**src/rtl/pipelined_add_sub_if.sv**
```systemverilog
// Operand/result bus for pipelined_add_sub: operand beat with valid/ready in, result beat with valid/ready out.
// Ports: in_valid/in_ready/a/b/cin/sub (operand side), out_valid/out_ready/sum/cout/ovf (result side).
// slave modport is the arithmetic unit; master modport is whoever feeds operands and drains results.
interface pipelined_add_sub_if #(
    parameter int WIDTH = 16
);
    logic             in_valid;
    logic             in_ready;
    logic [WIDTH-1:0] a;
    logic [WIDTH-1:0] b;
    logic             cin;
    logic             sub;
    logic             out_valid;
    logic             out_ready;
    logic [WIDTH-1:0] sum;
    logic             cout;
    logic             ovf;

    modport slave (
        input  in_valid, a, b, cin, sub, out_ready,
        output in_ready, out_valid, sum, cout, ovf
    );

    modport master (
        output in_valid, a, b, cin, sub, out_ready,
        input  in_ready, out_valid, sum, cout, ovf
    );
endinterface

```
**src/rtl/pipelined_add_sub.sv**
```systemverilog
// Pipelined two's-complement add/sub: each stage ripples one WIDTH/STAGES slice and registers the carry.
// Latency STAGES cycles from accept to out_valid, +1 per stall cycle; one beat per cycle throughput.
// Backpressure: whole pipe advances only when the output slot is empty or drained; in_ready = advance.
//
// Ports: clk, rst_n (async, active-low); bus (slave) carries the operand beat
// (in_valid/in_ready, a, b, cin, sub) and the result beat (out_valid/out_ready, sum, cout, ovf).
module pipelined_add_sub #(
    parameter int WIDTH  = 16,
    parameter int STAGES = 4
) (
    input  logic                 clk,
    input  logic                 rst_n,
    pipelined_add_sub_if.slave   bus
);
    localparam int SW  = WIDTH / STAGES;   // slice width
    localparam int MSB = WIDTH - 1;

    if ((WIDTH < 2) || (STAGES < 1) || ((WIDTH % STAGES) != 0)) begin : g_param_err
        $error("pipelined_add_sub: WIDTH must be >= 2 and a multiple of STAGES");
    end

    // Per-stage state. a/b ride along with the beat (b already conditioned for sub);
    // s holds the slices finished so far, c the carry into the next slice.
    logic [STAGES-1:0] vld_q, vld_d;
    logic [STAGES-1:0] c_q,   c_d;
    logic [WIDTH-1:0]  a_q [STAGES];
    logic [WIDTH-1:0]  a_d [STAGES];
    logic [WIDTH-1:0]  b_q [STAGES];
    logic [WIDTH-1:0]  b_d [STAGES];
    logic [WIDTH-1:0]  s_q [STAGES];
    logic [WIDTH-1:0]  s_d [STAGES];

    logic              adv;
    logic [WIDTH-1:0]  a_src;
    logic [WIDTH-1:0]  b_src;
    logic [WIDTH-1:0]  s_src;
    logic              c_src;
    logic              v_src;
    logic [SW:0]       slice_res;

    // The last stage is the output register, so the pipe may move whenever it is
    // empty or being consumed this cycle.
    always_comb begin
        adv       = !vld_q[STAGES-1] || bus.out_ready;
        vld_d     = vld_q;
        c_d       = c_q;
        a_d       = a_q;
        b_d       = b_q;
        s_d       = s_q;
        a_src     = '0;
        b_src     = '0;
        s_src     = '0;
        c_src     = 1'b0;
        v_src     = 1'b0;
        slice_res = '0;

        if (adv) begin
            for (int k = 0; k < STAGES; k++) begin
                if (k == 0) begin
                    // Subtract as A + ~B + 1; cin is meaningless for subtraction.
                    a_src = bus.a;
                    b_src = bus.sub ? ~bus.b : bus.b;
                    s_src = '0;
                    c_src = bus.sub ? 1'b1 : bus.cin;
                    v_src = bus.in_valid;
                end else begin
                    a_src = a_q[k-1];
                    b_src = b_q[k-1];
                    s_src = s_q[k-1];
                    c_src = c_q[k-1];
                    v_src = vld_q[k-1];
                end

                slice_res = {1'b0, a_src[k*SW +: SW]}
                          + {1'b0, b_src[k*SW +: SW]}
                          + {{SW{1'b0}}, c_src};

                vld_d[k]            = v_src;
                a_d[k]              = a_src;
                b_d[k]              = b_src;
                s_d[k]              = s_src;
                s_d[k][k*SW +: SW]  = slice_res[SW-1:0];
                c_d[k]              = slice_res[SW];
            end
        end
    end

    always_ff @(posedge clk or negedge rst_n) begin
        if (!rst_n) begin
            vld_q <= '0;
            c_q   <= '0;
            for (int k = 0; k < STAGES; k++) begin
                a_q[k] <= '0;
                b_q[k] <= '0;
                s_q[k] <= '0;
            end
        end else begin
            vld_q <= vld_d;
            c_q   <= c_d;
            for (int k = 0; k < STAGES; k++) begin
                a_q[k] <= a_d[k];
                b_q[k] <= b_d[k];
                s_q[k] <= s_d[k];
            end
        end
    end

    // Outputs come straight from the last stage registers, so they hold on stall
    // and read all-zero in reset. Overflow uses the beat's own a and conditioned b.
    assign bus.in_ready  = adv;
    assign bus.out_valid = vld_q[STAGES-1];
    assign bus.sum       = s_q[STAGES-1];
    assign bus.cout      = c_q[STAGES-1];
    assign bus.ovf       = (a_q[STAGES-1][MSB] == b_q[STAGES-1][MSB]) &&
                           (s_q[STAGES-1][MSB] != a_q[STAGES-1][MSB]);
endmodule

```
**src/flat_wrapper.sv**
```systemverilog
// flat-port wrapper written by rule: the top's interface ports become plain ports
module pipelined_add_sub_flat 
#(
    parameter int WIDTH  = 16,
    parameter int STAGES = 4
)
  (clk, rst_n, bus_in_valid, bus_a, bus_b, bus_cin, bus_sub, bus_out_ready, bus_in_ready, bus_out_valid, bus_sum, bus_cout, bus_ovf);
  pipelined_add_sub_if #(.WIDTH(WIDTH)) bus_i ();
  input  logic clk;
  input  logic rst_n;
  input wire logic [$bits(bus_i.in_valid)-1:0] bus_in_valid;
  input wire logic [$bits(bus_i.a)-1:0] bus_a;
  input wire logic [$bits(bus_i.b)-1:0] bus_b;
  input wire logic [$bits(bus_i.cin)-1:0] bus_cin;
  input wire logic [$bits(bus_i.sub)-1:0] bus_sub;
  input wire logic [$bits(bus_i.out_ready)-1:0] bus_out_ready;
  output wire logic [$bits(bus_i.in_ready)-1:0] bus_in_ready;
  output wire logic [$bits(bus_i.out_valid)-1:0] bus_out_valid;
  output wire logic [$bits(bus_i.sum)-1:0] bus_sum;
  output wire logic [$bits(bus_i.cout)-1:0] bus_cout;
  output wire logic [$bits(bus_i.ovf)-1:0] bus_ovf;
  assign bus_i.in_valid = bus_in_valid;
  assign bus_i.a = bus_a;
  assign bus_i.b = bus_b;
  assign bus_i.cin = bus_cin;
  assign bus_i.sub = bus_sub;
  assign bus_i.out_ready = bus_out_ready;
  assign bus_in_ready = bus_i.in_ready;
  assign bus_out_valid = bus_i.out_valid;
  assign bus_sum = bus_i.sum;
  assign bus_cout = bus_i.cout;
  assign bus_ovf = bus_i.ovf;
  pipelined_add_sub #(.WIDTH(WIDTH), .STAGES(STAGES)) u_core (.clk(clk), .rst_n(rst_n), .bus(bus_i));
endmodule
```
**config.mk**
```make
export PLATFORM = sky130hd
export DESIGN_NAME = pipelined_add_sub_flat
export DESIGN_NICKNAME = d
export VERILOG_FILES = /design/src/rtl/pipelined_add_sub_if.sv /design/src/rtl/pipelined_add_sub.sv /design/src/flat_wrapper.sv
export SDC_FILE = /design/constraint.sdc
export NUM_CORES = 1
export LEC_CHECK = 0
export CAP_MARGIN = 20
export CORE_MARGIN = 1.5
export CORE_UTILIZATION = 60
export CTS_BUF_LIST = sky130_fd_sc_hd__clkbuf_4
export DETAILED_ROUTE_END_ITERATION = 7
export MAX_ROUTING_LAYER = met4
export PLACE_DENSITY = 0.87
export SLEW_MARGIN = 20
export SYNTH_ARGS = -nofsm -noshare
export SYNTH_HDL_FRONTEND = slang
export SYNTH_SLANG_ARGS = --single-unit
```
**constraint.sdc**
```tcl
create_clock -name clk -period 2.31 [get_ports clk]
set_input_delay 0.3465 -clock clk [delete_from_list [all_inputs] [get_ports clk]]
set_output_delay 0.3465 -clock clk [all_outputs]
set_load 0.01 [all_outputs]
```
# [Word-level counts from Yosys, hierarchy flattened]
# Index checks and enable logic that the tools add are counted.
[word_totals] elab_cells=42 reg_bits=176 out_inout_bits=20 inputBits=38
[op_classes] muxes=14 n_bitwise=1 addsub=8 reduce_logical=3 eq_ne=2
[op_table] op="$mux W16" count=9
[op_table] op="$add A4 B4 Y5" count=4
[op_table] op="$add A5 B1 Y5" count=4
[op_table] op="$not A16 Y16" count=1
[op_table] op="$mux W1" count=5
[op_table] op="$eq A1 B1 Y1" count=1
[op_table] op="$logic_and A1 B1 Y1" count=1
[op_table] op="$logic_not A1 Y1" count=1
[op_table] op="$logic_or A1 B1 Y1" count=1
[op_table] op="$ne A1 B1 Y1" count=1

# [Longest topological paths before layout]
[depth] ltp_word=5 ltp_mapped=9 depth_no_buf=7

# [Worst setup path before layout]
# No wires, ideal clock.
[synth_path] kind="input-to-reg" start="input port bus_sub" end="register u_core.s_q[51] in the netlist's numbering" setup_ps=133 t_arrival_ps=1863 stages=8 t_required_ps=2177 slack_ps=314 n_path_buf=2 cell_sequence="buf_4 -> buf_6 -> or2_2 -> fa_1 -> a21o_1 -> a21oi_1 -> xor2_1 -> o21ai_0"
[synth_between] elab_chain_len=4 elab_cells_between_ends=6 classes_between="add/sub (2); mux (4)"
[synth_rtl] element="start: declaration" line_no="flat_wrapper.sv:15" rtl="input wire logic [$bits(bus_i.sub)-1:0] bus_sub;"
[synth_rtl] element="$mux W16" line_no="pipelined_add_sub.sv:62" rtl="b_src = bus.sub ? ~bus.b : bus.b;"
[synth_rtl] element="$mux W16" line_no="pipelined_add_sub.sv:57" rtl="if (adv) begin"
[synth_rtl] element="$add A4 B4 Y5" line_no="pipelined_add_sub.sv:75" rtl="+ {1'b0, b_src[k*SW +: SW]}"
[synth_rtl] element="$add A5 B1 Y5 *" line_no="pipelined_add_sub.sv:76" rtl="+ {{SW{1'b0}}, c_src};"
[synth_rtl] element="end signal: indexed assignment" line_no="pipelined_add_sub.sv:103" rtl="s_q[k] <= s_d[k];"
[synth_rtl] element="end: declaration" line_no="pipelined_add_sub.sv:30" rtl="logic [WIDTH-1:0] s_q [STAGES];"
# Mark *: on every way between the ends. The rest lies on a longest branch, timed or not. The select of a mux whose other input is x is not followed.
# A chain may end at the register's enable or synchronous reset.

# [Worst setup path in the final report]
[layout_path] start="register u_core.b_q[15] in the netlist's numbering" end="output port bus_ovf"
[layout_between] elab_chain_len=2
[layout_rtl] element="start: declaration" line_no="pipelined_add_sub.sv:28" rtl="logic [WIDTH-1:0] b_q [STAGES];"
[layout_rtl] element="start signal: indexed assignment" line_no="pipelined_add_sub.sv:102" rtl="b_q[k] <= b_d[k];"
[layout_rtl] element="$eq A1 B1 Y1" line_no="pipelined_add_sub.sv:114" rtl="assign bus.ovf = (a_q[STAGES-1][MSB] == b_q[STAGES-1][MSB]) &&"
[layout_rtl] element="$logic_and A1 B1 Y1" line_no="pipelined_add_sub.sv:114"
[layout_rtl] element="end: declaration" line_no="flat_wrapper.sv:21" rtl="output wire logic [$bits(bus_i.ovf)-1:0] bus_ovf;"
# Every way passes these cells.

==> key figures <==
Synth
  – Most used DFF post-synth: dfrtp_1
  – Avg Synthesized Cell Area: 9.33 um^2
  – Synth warnings: 0
  – Ys async rst share: 100%
  – Largest family of logic cells by synthesized area: simple AND/OR/NAND/NOR gates
  – Synth Area in Simple Gates: 20.3%
  – Area contributors post-synth: dfrtp_1 (55%), nand2_1 (18%), buf_4 (3.7%)
  – Sequential area share after synthesis: 54.9%
  – Mux contribution to synthesized area: 0%
  – EDFF count, synth: 0
  – Largest area contributor in the netlist: dfrtp_1
  – Area fraction in compound gates after synthesis: 5.99%
  – XOR/XNOR share of the synthesized area: 4.31%
  – Post-Syn Area: 0.00447 mm^2
  – Synth top area share: 54.9%
  – Top-count cell post-synth: nand2_1
  – FF+latch count, synth: 98
  – Synth Area in Adders: 6.95%
  – Post-synth top cells: nand2_1 (209), dfrtp_1 (98), o21ai_0 (28)
  – Syn Nets: 537
  – Unique cell type count in the Yosys netlist: 25
  – Syn Inst Count: 479

Detailed routing
  – Drc violations: 0
  – Post-Route WL: 8010 um
  – Number of detailed-route iterations in the first pass: 5
  – Routed WL per cell: 12.9 um
  – Via count: 3118
  – Initial DRC Count: 207
  – Antenna viol nets, final: 0
  – Avg Vias per Cell: 5.04

Timing
  – Hold Vio Cnt, Final: 0
  – Peak Freq: 506 MHz
  – Tightest Pin Transition: 0.436 ns
  – Worst hold slack: 0.393 ns
  – Final setup vio count: 0
  – Setup skew after layout: 0.0100 ns
  – Final Cycle Share: 85.5%
  – RSZ-0062 raised after global routing: no
  – Final setup margin: 0.334 ns
  – Rel. slew slack: 70.9%
  – Final Max Tran Viols: 0
  – Minimum clock period: 1.98 ns

Clocking
  – TritonCTS Buffers: 9
  – Clock Sinks: 98
  – Clock Path Buffers: 2
  – CTS tree: built
  – Latest clock arrival within the worst-skew pair: 0.43 ns
  – Root Driver: clkbuf_4
  – Reg clk slew, reported paths: 0.14 ns
  – CTS HTree Levels: 3

Worst setup path
  – Crit path max-delay cell type: clkdlybuf4s50_1
  – Reg-to-reg startpoint: u_core.b_q[28]$_DFFE_PN0P_
  – Reg2Reg Depth: 6
  – Req. time, crit path: 1.96 ns
  – Worst Setup SP: u_core.b_q[15]$_DFFE_PN0P_
  – RR Endpoint: u_core.c_q[3]$_DFFE_PN0P_
  – Worst Path Max Fanout: 3
  – Crit path kind: reg2out
  – Crit path arrival time: 1.63 ns
  – Worst Setup Start Kind: flop
  – Worst stage delay on the critical path: 0.55 ns
  – Reg-to-reg setup timing slack: 0.58 ns
  – Crit path cell chain: nor2_1 -> nand2_1 -> o21ai_0 -> clkdlybuf4s50_1
  – Critical Path Sink Type: primary output

Worst hold path
  – HP Class: in2async

Placement
  – Post-placement worst setup slack: -0.0904 ns
  – HPWL after detailed placement: 5400 um
  – PortBufs: 57
  – Placer Congestion: 0.878

Final layout
  – Area grow syn2layout: 14.4%
  – Fraction of layout cells with a size suffix above 1: 4.42%
  – Diode count: 0
  – # nets final: 573
  – Filler cells: 544

Die
  – Cell Rows: 31
  – Die area: 0.00797 mm^2
  – Initial core utilization: 61.9%
  – Die Span Y: 89.3 um
  – Die Width: 89.3 um
  – Core area: 0.00721 mm^2
  – I/O Pins: 58

Flow run
  – Max Cap Violations: 0

Global routing
  – Grt total ovfl: 0
  – Largest net degree at the start of global routing: 99
  – Initial antenna violation count: 0
  – Total GRT Usage: 23.4%
  – Vias in the first global route: 3043
  – Global-route wire length before repair: 13600 um

Power and ir drop
  – Maximum vdd drop: 0.696 mV
  – Power Density: 1220 mW/mm^2
  – Lkg Pwr: 2.53 nW

Status
  – Outcome: finished clean
==> cells by family (layout without fill, tap and decap cells) <==
| kind of cell | after synthesis | after routing |
|---|---|---|
| buf+inv | 55 | 96 |
| simple gates | 234 | 234 |
| flops | 98 | 98 |
| compound gates | 50 | 50 |
| xor+xnor | 22 | 22 |
| fa+ha+maj | 20 | 20 |
==> power breakdown <==
part	internal (mW)	total, mW	switching (mW)
clock network	0.335	0.874	0.539
logic	1.13	2.46	1.33
registers	2.48	2.91	0.432
total	3.94	6.24	2.30
==> how the worst max path moves through the flow <==
stage / end / slack (ns) / cells past startpoint
CTS: bus_ovf / 0.29 / 4
finish: bus_ovf / 0.33 / 4
detailed placement: u_core.s_q[51]$_DFFE_PN0P_ / -0.09 / 7
global route: bus_ovf / 0.20 / 4
floorplan: u_core.s_q[51]$_DFFE_PN0P_ / 0.31 / 8
global placement: u_core.s_q[51]$_DFFE_PN0P_ / -0.02 / 7
==> cell usage in the layout, fill, tap and decap left out, drive strengths merged <==
master,synthesis,routed
a21o,3,3
a21oi,14,14
a22oi,1,1
buf,38,7
bufinv,0,1
clkbuf,1,10
clkdlybuf4s50,0,56
clkinv,0,4
clkinvlp,0,1
dfrtp,98,98
dlygate4sd3,0,1
fa,8,8
ha,12,12
inv,16,16
nand2,209,209
nand2b,1,1
nor2,16,16
nor2b,6,6
nor3,1,1
o21a,2,2
o21ai,29,29
o31ai,1,1
or2,1,1
xnor2,11,11
xor2,11,11
==> area by class of cell <==
type / count / area [um^2] / area share [%]
multi-input combinational: 326 / 1680 / 32.8
clock inverter: 6 / 57.6 / 1.13
tap: 99 / 124 / 2.42
timing repair buffer: 64 / 661 / 12.9
inverter: 16 / 62.6 / 1.22
clock buffer: 10 / 75.1 / 1.47
sequential: 98 / 2450 / 48.0
==> worst max-delay path, delay by kind of cell, from the launching register on <==
kind	cells	cell delay, ns
buffers and inverters	1	0.55
flip-flops	1	0.43
AND/OR/NAND/NOR	2	0.16
AO/OA/AOI/OAI	1	0.07
==> repair_timing <==
action | 4_1_cts | 5_1_grt
resized for setup | 0 | 0
setup buffers | 0 | 0
hold buffers | 1 | 0
hold endpoints to repair | 32 | 0
==> sequential cells by signal, summed over array words and instances, names as in the netlist <==
signal,flops
u_core.b_q,25
u_core.s_q,24
u_core.bus.sum,16
u_core.vld_q,4
u_core.a_q,25
u_core.c_q,4
==> per-stage QoR <==
step,utilization (%),cells,TNS (ns),power [mW],area (um^2)
floorplan,-,479,0,4.70,4470
global placement,68.9,602,-0.0184,5.20,4970
detailed placement,68.9,602,-0.270,5.38,4970
CTS,70.8,619,0,6.28,5110
global route,70.8,619,0,6.78,5110
finish,70.8,619,0,6.24,5110
==> metal layers <==
layer  global-route usage [%]  vias up  share of wire (%)  wire length (um)
li1                         -     1545                  -                 -
met3                     4.16       13                3.7               295
met4                     9.23        0                1.5               119
met5                        -        -                  0                 0
met1                     30.8     1494                 43              3450
met2                     36.4       66                 52              4150
Note: power is estimated with default switching activity, not from simulation.
